--- src/rtl/trivium_pkg.sv ---
// trivium_pkg: shared constants and sequencer state encoding for the Trivium controller.
package trivium_pkg;
    localparam int TRIV_KEY_W  = 80;
    localparam int TRIV_IV_W   = 80;
    localparam int TRIV_WARMUP = 1152;

    typedef enum logic [2:0] {
        S_IDLE,
        S_LOAD,
        S_WARMUP,
        S_RUN,
        S_DRAIN
    } triv_state_e;
endpackage

--- src/rtl/trivium_ks_packer.sv ---
// trivium_ks_packer: gathers keystream bits into words and holds the last bit back under backpressure.
module trivium_ks_packer #(
    parameter int OUT_W = 8
) (
    input  logic             clk,
    input  logic             rst,
    input  logic             clr,
    input  logic             en,
    input  logic             ks_bit,
    input  logic             ks_ready,
    output logic             step,
    output logic             word_load,
    output logic [OUT_W-1:0] ks_data,
    output logic             ks_valid
);
    localparam int CNT_W = $clog2(OUT_W);

    logic [CNT_W-1:0] bit_cnt_q, bit_cnt_d;
    logic [OUT_W-2:0] sh_q, sh_d;
    logic [OUT_W-1:0] data_q, data_d;
    logic             valid_q, valid_d;
    logic             last;

    always_comb begin
        last      = bit_cnt_q == CNT_W'(OUT_W - 1);
        step      = en && !(last && valid_q && !ks_ready);
        word_load = step && last;
        sh_d      = sh_q;
        if (step && !last) sh_d[bit_cnt_q] = ks_bit;
        bit_cnt_d = !step ? bit_cnt_q : last ? '0 : bit_cnt_q + 1'b1;
        data_d    = word_load ? {ks_bit, sh_q} : data_q;
        valid_d   = word_load || (valid_q && !ks_ready);
        if (clr) begin
            sh_d      = '0;
            bit_cnt_d = '0;
            data_d    = '0;
            valid_d   = 1'b0;
        end
    end

    always_ff @(posedge clk) begin
        if (!rst) begin
            bit_cnt_q <= '0;
            sh_q      <= '0;
            data_q    <= '0;
            valid_q   <= 1'b0;
        end else begin
            bit_cnt_q <= bit_cnt_d;
            sh_q      <= sh_d;
            data_q    <= data_d;
            valid_q   <= valid_d;
        end
    end

    assign ks_data  = data_q;
    assign ks_valid = valid_q;
endmodule

--- src/rtl/trivium_ctrl.sv ---
// trivium_ctrl: sequences load, warm-up and keystream packing for a stepped Trivium core.
module trivium_ctrl
    import trivium_pkg::*;
#(
    parameter int OUT_W  = 8,
    parameter int WARMUP = TRIV_WARMUP,
    parameter int LEN_W  = 16
) (
    input  logic                  clk,
    input  logic                  rst,
    input  logic                  start,
    input  logic                  abort,
    input  logic [TRIV_KEY_W-1:0] key,
    input  logic [TRIV_IV_W-1:0]  iv,
    input  logic [LEN_W-1:0]      req_len,
    output logic                  core_load,
    output logic                  core_step,
    output logic [TRIV_KEY_W-1:0] core_key,
    output logic [TRIV_IV_W-1:0]  core_iv,
    input  logic                  core_ks,
    output logic [OUT_W-1:0]      ks_data,
    output logic                  ks_valid,
    input  logic                  ks_ready,
    output logic                  busy,
    output logic                  done
);
    localparam int SC_W = $clog2(WARMUP);

    triv_state_e           state_q, state_d;
    logic [SC_W-1:0]       step_cnt_q, step_cnt_d;
    logic [LEN_W-1:0]      word_cnt_q, word_cnt_d;
    logic [LEN_W-1:0]      len_q, len_d;
    logic [TRIV_KEY_W-1:0] key_q, key_d;
    logic [TRIV_IV_W-1:0]  iv_q, iv_d;
    logic                  done_q, done_d;
    logic                  pk_step, word_load;

    trivium_ks_packer #(.OUT_W(OUT_W)) u_packer (
        .clk      (clk),
        .rst      (rst),
        .clr      (abort),
        .en       (state_q == S_RUN),
        .ks_bit   (core_ks),
        .ks_ready (ks_ready),
        .step     (pk_step),
        .word_load(word_load),
        .ks_data  (ks_data),
        .ks_valid (ks_valid)
    );

    always_comb begin
        state_d    = state_q;
        step_cnt_d = step_cnt_q;
        word_cnt_d = word_cnt_q;
        len_d      = len_q;
        key_d      = key_q;
        iv_d       = iv_q;
        done_d     = 1'b0;
        case (state_q)
            S_IDLE: if (start && !abort) begin
                state_d    = S_LOAD;
                key_d      = key;
                iv_d       = iv;
                len_d      = req_len;
                word_cnt_d = '0;
            end
            S_LOAD: begin
                state_d    = S_WARMUP;
                step_cnt_d = '0;
            end
            S_WARMUP: begin
                step_cnt_d = step_cnt_q + 1'b1;
                if (step_cnt_q == SC_W'(WARMUP - 1)) state_d = S_RUN;
            end
            S_RUN: if (word_load) begin
                word_cnt_d = word_cnt_q + 1'b1;
                if (len_q != '0 && word_cnt_d == len_q) state_d = S_DRAIN;
            end
            S_DRAIN: if (ks_valid && ks_ready) begin
                state_d = S_IDLE;
                done_d  = 1'b1;
            end
            default: state_d = S_IDLE;
        endcase
        // abort wins over everything, including a completing handshake
        if (abort) begin
            state_d = S_IDLE;
            done_d  = 1'b0;
        end
    end

    always_ff @(posedge clk) begin
        if (!rst) begin
            state_q    <= S_IDLE;
            step_cnt_q <= '0;
            word_cnt_q <= '0;
            len_q      <= '0;
            key_q      <= '0;
            iv_q       <= '0;
            done_q     <= 1'b0;
        end else begin
            state_q    <= state_d;
            step_cnt_q <= step_cnt_d;
            word_cnt_q <= word_cnt_d;
            len_q      <= len_d;
            key_q      <= key_d;
            iv_q       <= iv_d;
            done_q     <= done_d;
        end
    end

    assign core_load = state_q == S_LOAD;
    assign core_step = state_q == S_WARMUP || pk_step;
    assign core_key  = key_q;
    assign core_iv   = iv_q;
    assign busy      = state_q != S_IDLE;
    assign done      = done_q;
endmodule

--- config.mk ---
export PLATFORM = sky130hd
export DESIGN_NAME = trivium_ctrl
export DESIGN_NICKNAME = d
export VERILOG_FILES = /design/src/rtl/trivium_pkg.sv /design/src/rtl/trivium_ks_packer.sv /design/src/rtl/trivium_ctrl.sv
export SDC_FILE = /design/constraint.sdc
export NUM_CORES = 1
export LEC_CHECK = 0
export ABC_CLOCK_PERIOD_IN_PS = 3300
export CAP_MARGIN = 10
export CORE_ASPECT_RATIO = 1.4
export CORE_UTILIZATION = 29
export DETAILED_ROUTE_END_ITERATION = 8
export PLACE_DENSITY = 0.65
export SETUP_SLACK_MARGIN = 0.2
export SYNTH_ARGS = -nofsm -noshare
export SYNTH_HDL_FRONTEND = slang
export SYNTH_SLANG_ARGS = --single-unit
--- constraint.sdc ---
create_clock -name clk -period 3.3 [get_ports clk]
set_clock_uncertainty 0.1 [all_clocks]
set_input_delay 0.99 -clock clk [delete_from_list [all_inputs] [get_ports clk]]
set_output_delay 0.99 -clock clk [all_outputs]
set_load 0.02 [all_outputs]
==> summary.md <==
| Metric | Value |
|---|---|
| Status | completed |
| GRT Overall Usage | 16.8% |
| Comb pwr share | 14.3% |
| # diodes | 0 |
| Min-Delay Path Class | reg -> reg |
| PortBufs | approximately 350 |
| Min Hold Slack | 352 ps |
| Syn. warnings | 0 |
| Via/cell ratio | 4.65 |
| Global route overflow | 0 |
| Crit-path max FO | 3 |
| Multi-input gate area | between 0.004 and 0.005 mm² |
| Starting Density | between 20 and 30% |
| Layout cells sized above 1 | between 5 and 6% |
| Sum Neg Setup Slack | 0 ps |
| Via count | 8683 |
| Die area | around 0.033 mm² |
| DRT Pass-1 Iters | 6 |
| TritonCTS Buffers | 24 |
| Max clock buf depth | 3 |
| Initial DRC Count | 250 |
| Top post-synthesis cells by area | dfxtp_1 48%, nand2_1 16%, a21boi_0 15%, clkbuf_1 2.4%, o21ai_0 1.3% |
| Die Wd | 154 µm |
| Yosys cell types | 54 |
| Crit start category | primary input |
| Seq cells post-synth | 226 |
| WL per Instance | 15.2 µm |
| Root Buffer | clkbuf_16 |
| Filler cells | 3132 |
| Arrival time at the worst endpoint | 2020 ps |
| Area share of fa/ha/maj cells after synthesis | 0.536% |
| Fin. max-slew vios | 0 |
| Register area share after synthesis | 48.4% |
| Pint | 5050 µW |
| Yosys top cell area share | roughly half |
| Minimum clock period after layout | 3110 ps |
| Layout area overhead | 51.4% |
| # rows | 77 |
| Register area | about 0.0045 mm² |
| Count leader, synth | nand2_1 |
| Synth Flop Type | dfxtp_1 |
| Initial antenna violation count | 1 |
| Critical path depth in cells | 5 |
| Synth cell count leaders | 393 x nand2_1, 226 x dfxtp_1, 185 x a21boi_0 |
| WL met1 | roughly 12 mm |
| P_leak | 0.00504 µW |
| Async SR Flop Fraction | 0% |
| Relative slew slack | 68.9% |
| GPL Wtd Cong | between 0.8 and 0.9 |
| Core area | 0.0316 mm² |
| NumNets Final | 1642 |
| Metal2 WL | 14.4 mm |
| Net Sw Frac | about 24% |
| Top sig layer | met5 |
| Fin. Hold Viols | 0 |
| Sw power | 1610 µW |
| Power Density | 471 mW/mm² |
| Routed wire length | 28.4 mm |
| Sequential share of power | 43.7% |
| CP top delay family | buffers and inverters |
| Setup violators final | 0 |
| Maximum VDD drop | about 0.4 mV |
| Worst-Skew Late Latency | 520 ps |
| Gate Count Post-Synth | 1133 |
| Crit path kind | in -> out |
| H-Tree Level Count | 1 |
| Critical Path RT | 2210 ps |
| Complex-gate fraction of the synthesized area | around a fifth |
| FF-to-FF path depth | 8 |
| Proportion of synthesized area in mux cells | between 1 and 1.5% |
| Post-synth EDFFs | 0 |
| Simple-gate share of the synthesized area | about a quarter |
| DIE HEIGHT | 214 µm |
| Max Clk Rate | 322 MHz |
| Worst hold stages | 2 |
| First-pass GRT wire length | 45.2 mm |
| Crit share post-route | 94.1% |
| Clock sinks | between 200 and 250 |
| Yosys top cell by area | dfxtp_1 |
| RSZ-0062 raised after global routing | yes |
| Max-cap check violation count | 0 |
| Vias in the first global route | ~8600 |
| Routed met3 length | ~1.7 mm |
| Io pins | 355 |
| Largest net degree at the start of global routing | between 100 and 150 |
| Nature of the critical path endpoint | primary output |
| Crit-path max cell delay | approximately 450 ps |
| Crit-path cells | clkdlybuf4s50_1, nand2b_4, o21ai_2, nand2_1, buf_2 |
| CP max stage cell | clkdlybuf4s50_1 |
| Post-Synthesis Mean Instance Area | 8.24 µm² |
| Post-Synthesis Cell Area | slightly above 0.009 mm² |
| Worst Max-Slew Pin Slew | 462 ps |
| Largest family of logic cells by synthesized area | simple AND/OR/NAND/NOR gates |
| XOR/XNOR Fraction of Synth Area | 1.88% |
| Clk pwr share | 42.0% |
| Clk slew on worst S/H paths | 60 ps |
| DRC errors left | 0 |
| Syn nets | 1319 |
| CTS tree | yes |
| Antenna viol nets, final | 0 |
| Crit path buf inv count | 2 |
| Placed wire-length estimate | 20.1 mm |
==> logic make-up after synthesis <==
logic type | count (synthesis)
adder cells (fa/ha/maj) | 4
AND/OR/NAND/NOR | 526
XOR/XNOR | 20
buffers and inverters | 86
multiplexers | 12
flip-flops | 226
AO/OA/AOI/OAI | 259
==> registers in the layout (all words and copies together), names as in the netlist <==
name and cells:
step_cnt_q 11, u_packer.ks_data 8, u_packer.ks_valid 1, core_key 80, word_cnt_q 16, u_packer.bit_cnt_q 3
done 1, len_q 16, state_q 3, u_packer.sh_q 7, core_iv 80
==> tightest hold or removal path, stage by stage, from the launching register on <==
cell,delay [ps]
dfxtp_1,300
nand2_1,50
a21oi_1,50
==> per-layer routing <==
| metal | track usage (%) | vias up |
|---|---|---|
| li1 | - | 4410 |
| met3 | 3.86 | 44 |
| met2 | 30.8 | 232 |
| met5 | 0 | - |
| met1 | 18.8 | 3995 |
| met4 | 6.20 | 2 |
==> per-stage QoR <==
step / util (%) / instance area [µm²] / std cells / setup slack (ps) / power [µW]
after floorplan: - / 9340 / 1133 / 510 / 3380
after detailed placement: 42.1 / 13300 / 1824 / -239 / 3930
after CTS: 44.7 / 14100 / 1865 / 220 / 6770
final: 44.7 / 14100 / 1866 / 195 / 6660
after global placement: 42.1 / 13300 / 1824 / -243 / 3920
after global routing: 44.7 / 14100 / 1866 / 165 / 6950
==> final cells by class <==
| cell class | instances | area share [%] |
|---|---|---|
| clock buffers | 35 | 4.97 |
| repair buffers | 377 | 26.9 |
| well taps | 395 | 3.50 |
| clock inverters | 6 | 0.761 |
| multi-input cells | 821 | 31.7 |
| flip-flops and latches | 226 | 32.0 |
| inverters | 6 | 0.159 |
==> cells in the final DEF, fill, tap and decap left out, types with 8 or more instances in the layout <==
master           Yosys  routed
nor2b_1              9       9
nand2_1            393     393
xnor2_1             12      12
xor2_1               8       8
mux2i_1             12      12
and2_1              10      10
a21oi_1             23      23
clkbuf_16            0      25
nor2_1              33      33
o21ai_0             25      24
nor4_1              10      10
a21boi_0           185     185
nor3_1              10       9
buf_4                1      17
clkdlybuf4s50_1      0     350
dfxtp_1            226     225
nand3_1             13      13
==> timing repair <==
action                     in CTS  in global routing
hold buffers                    0                  0
pin swaps                       0                  1
setup endpoints to repair       2                  3
cloned                          0                  0
resized for setup               8                  3
buffers inserted                0                  1
==> power groups by stage <==
stage	Combinational [µW]	Clock (µW)	Sequential [µW]
after floorplan	292	0	3090
final	953	2800	2910
after global placement	955	0	2970
after detailed placement	959	0	2970
after CTS	963	2900	2910
after global routing	1020	3000	2930
==> final timing paths <==
path | from | end | slack (ps)
min | u_packer.ks_data[2] | u_packer.ks_data[2] | 350
max reg2reg | word_cnt_q[0] | state_q[0] | 590
max | ks_ready | core_step | 190
min reg2reg | u_packer.ks_data[2] | u_packer.ks_data[2] | 350
(Power assumes the default switching activity.)
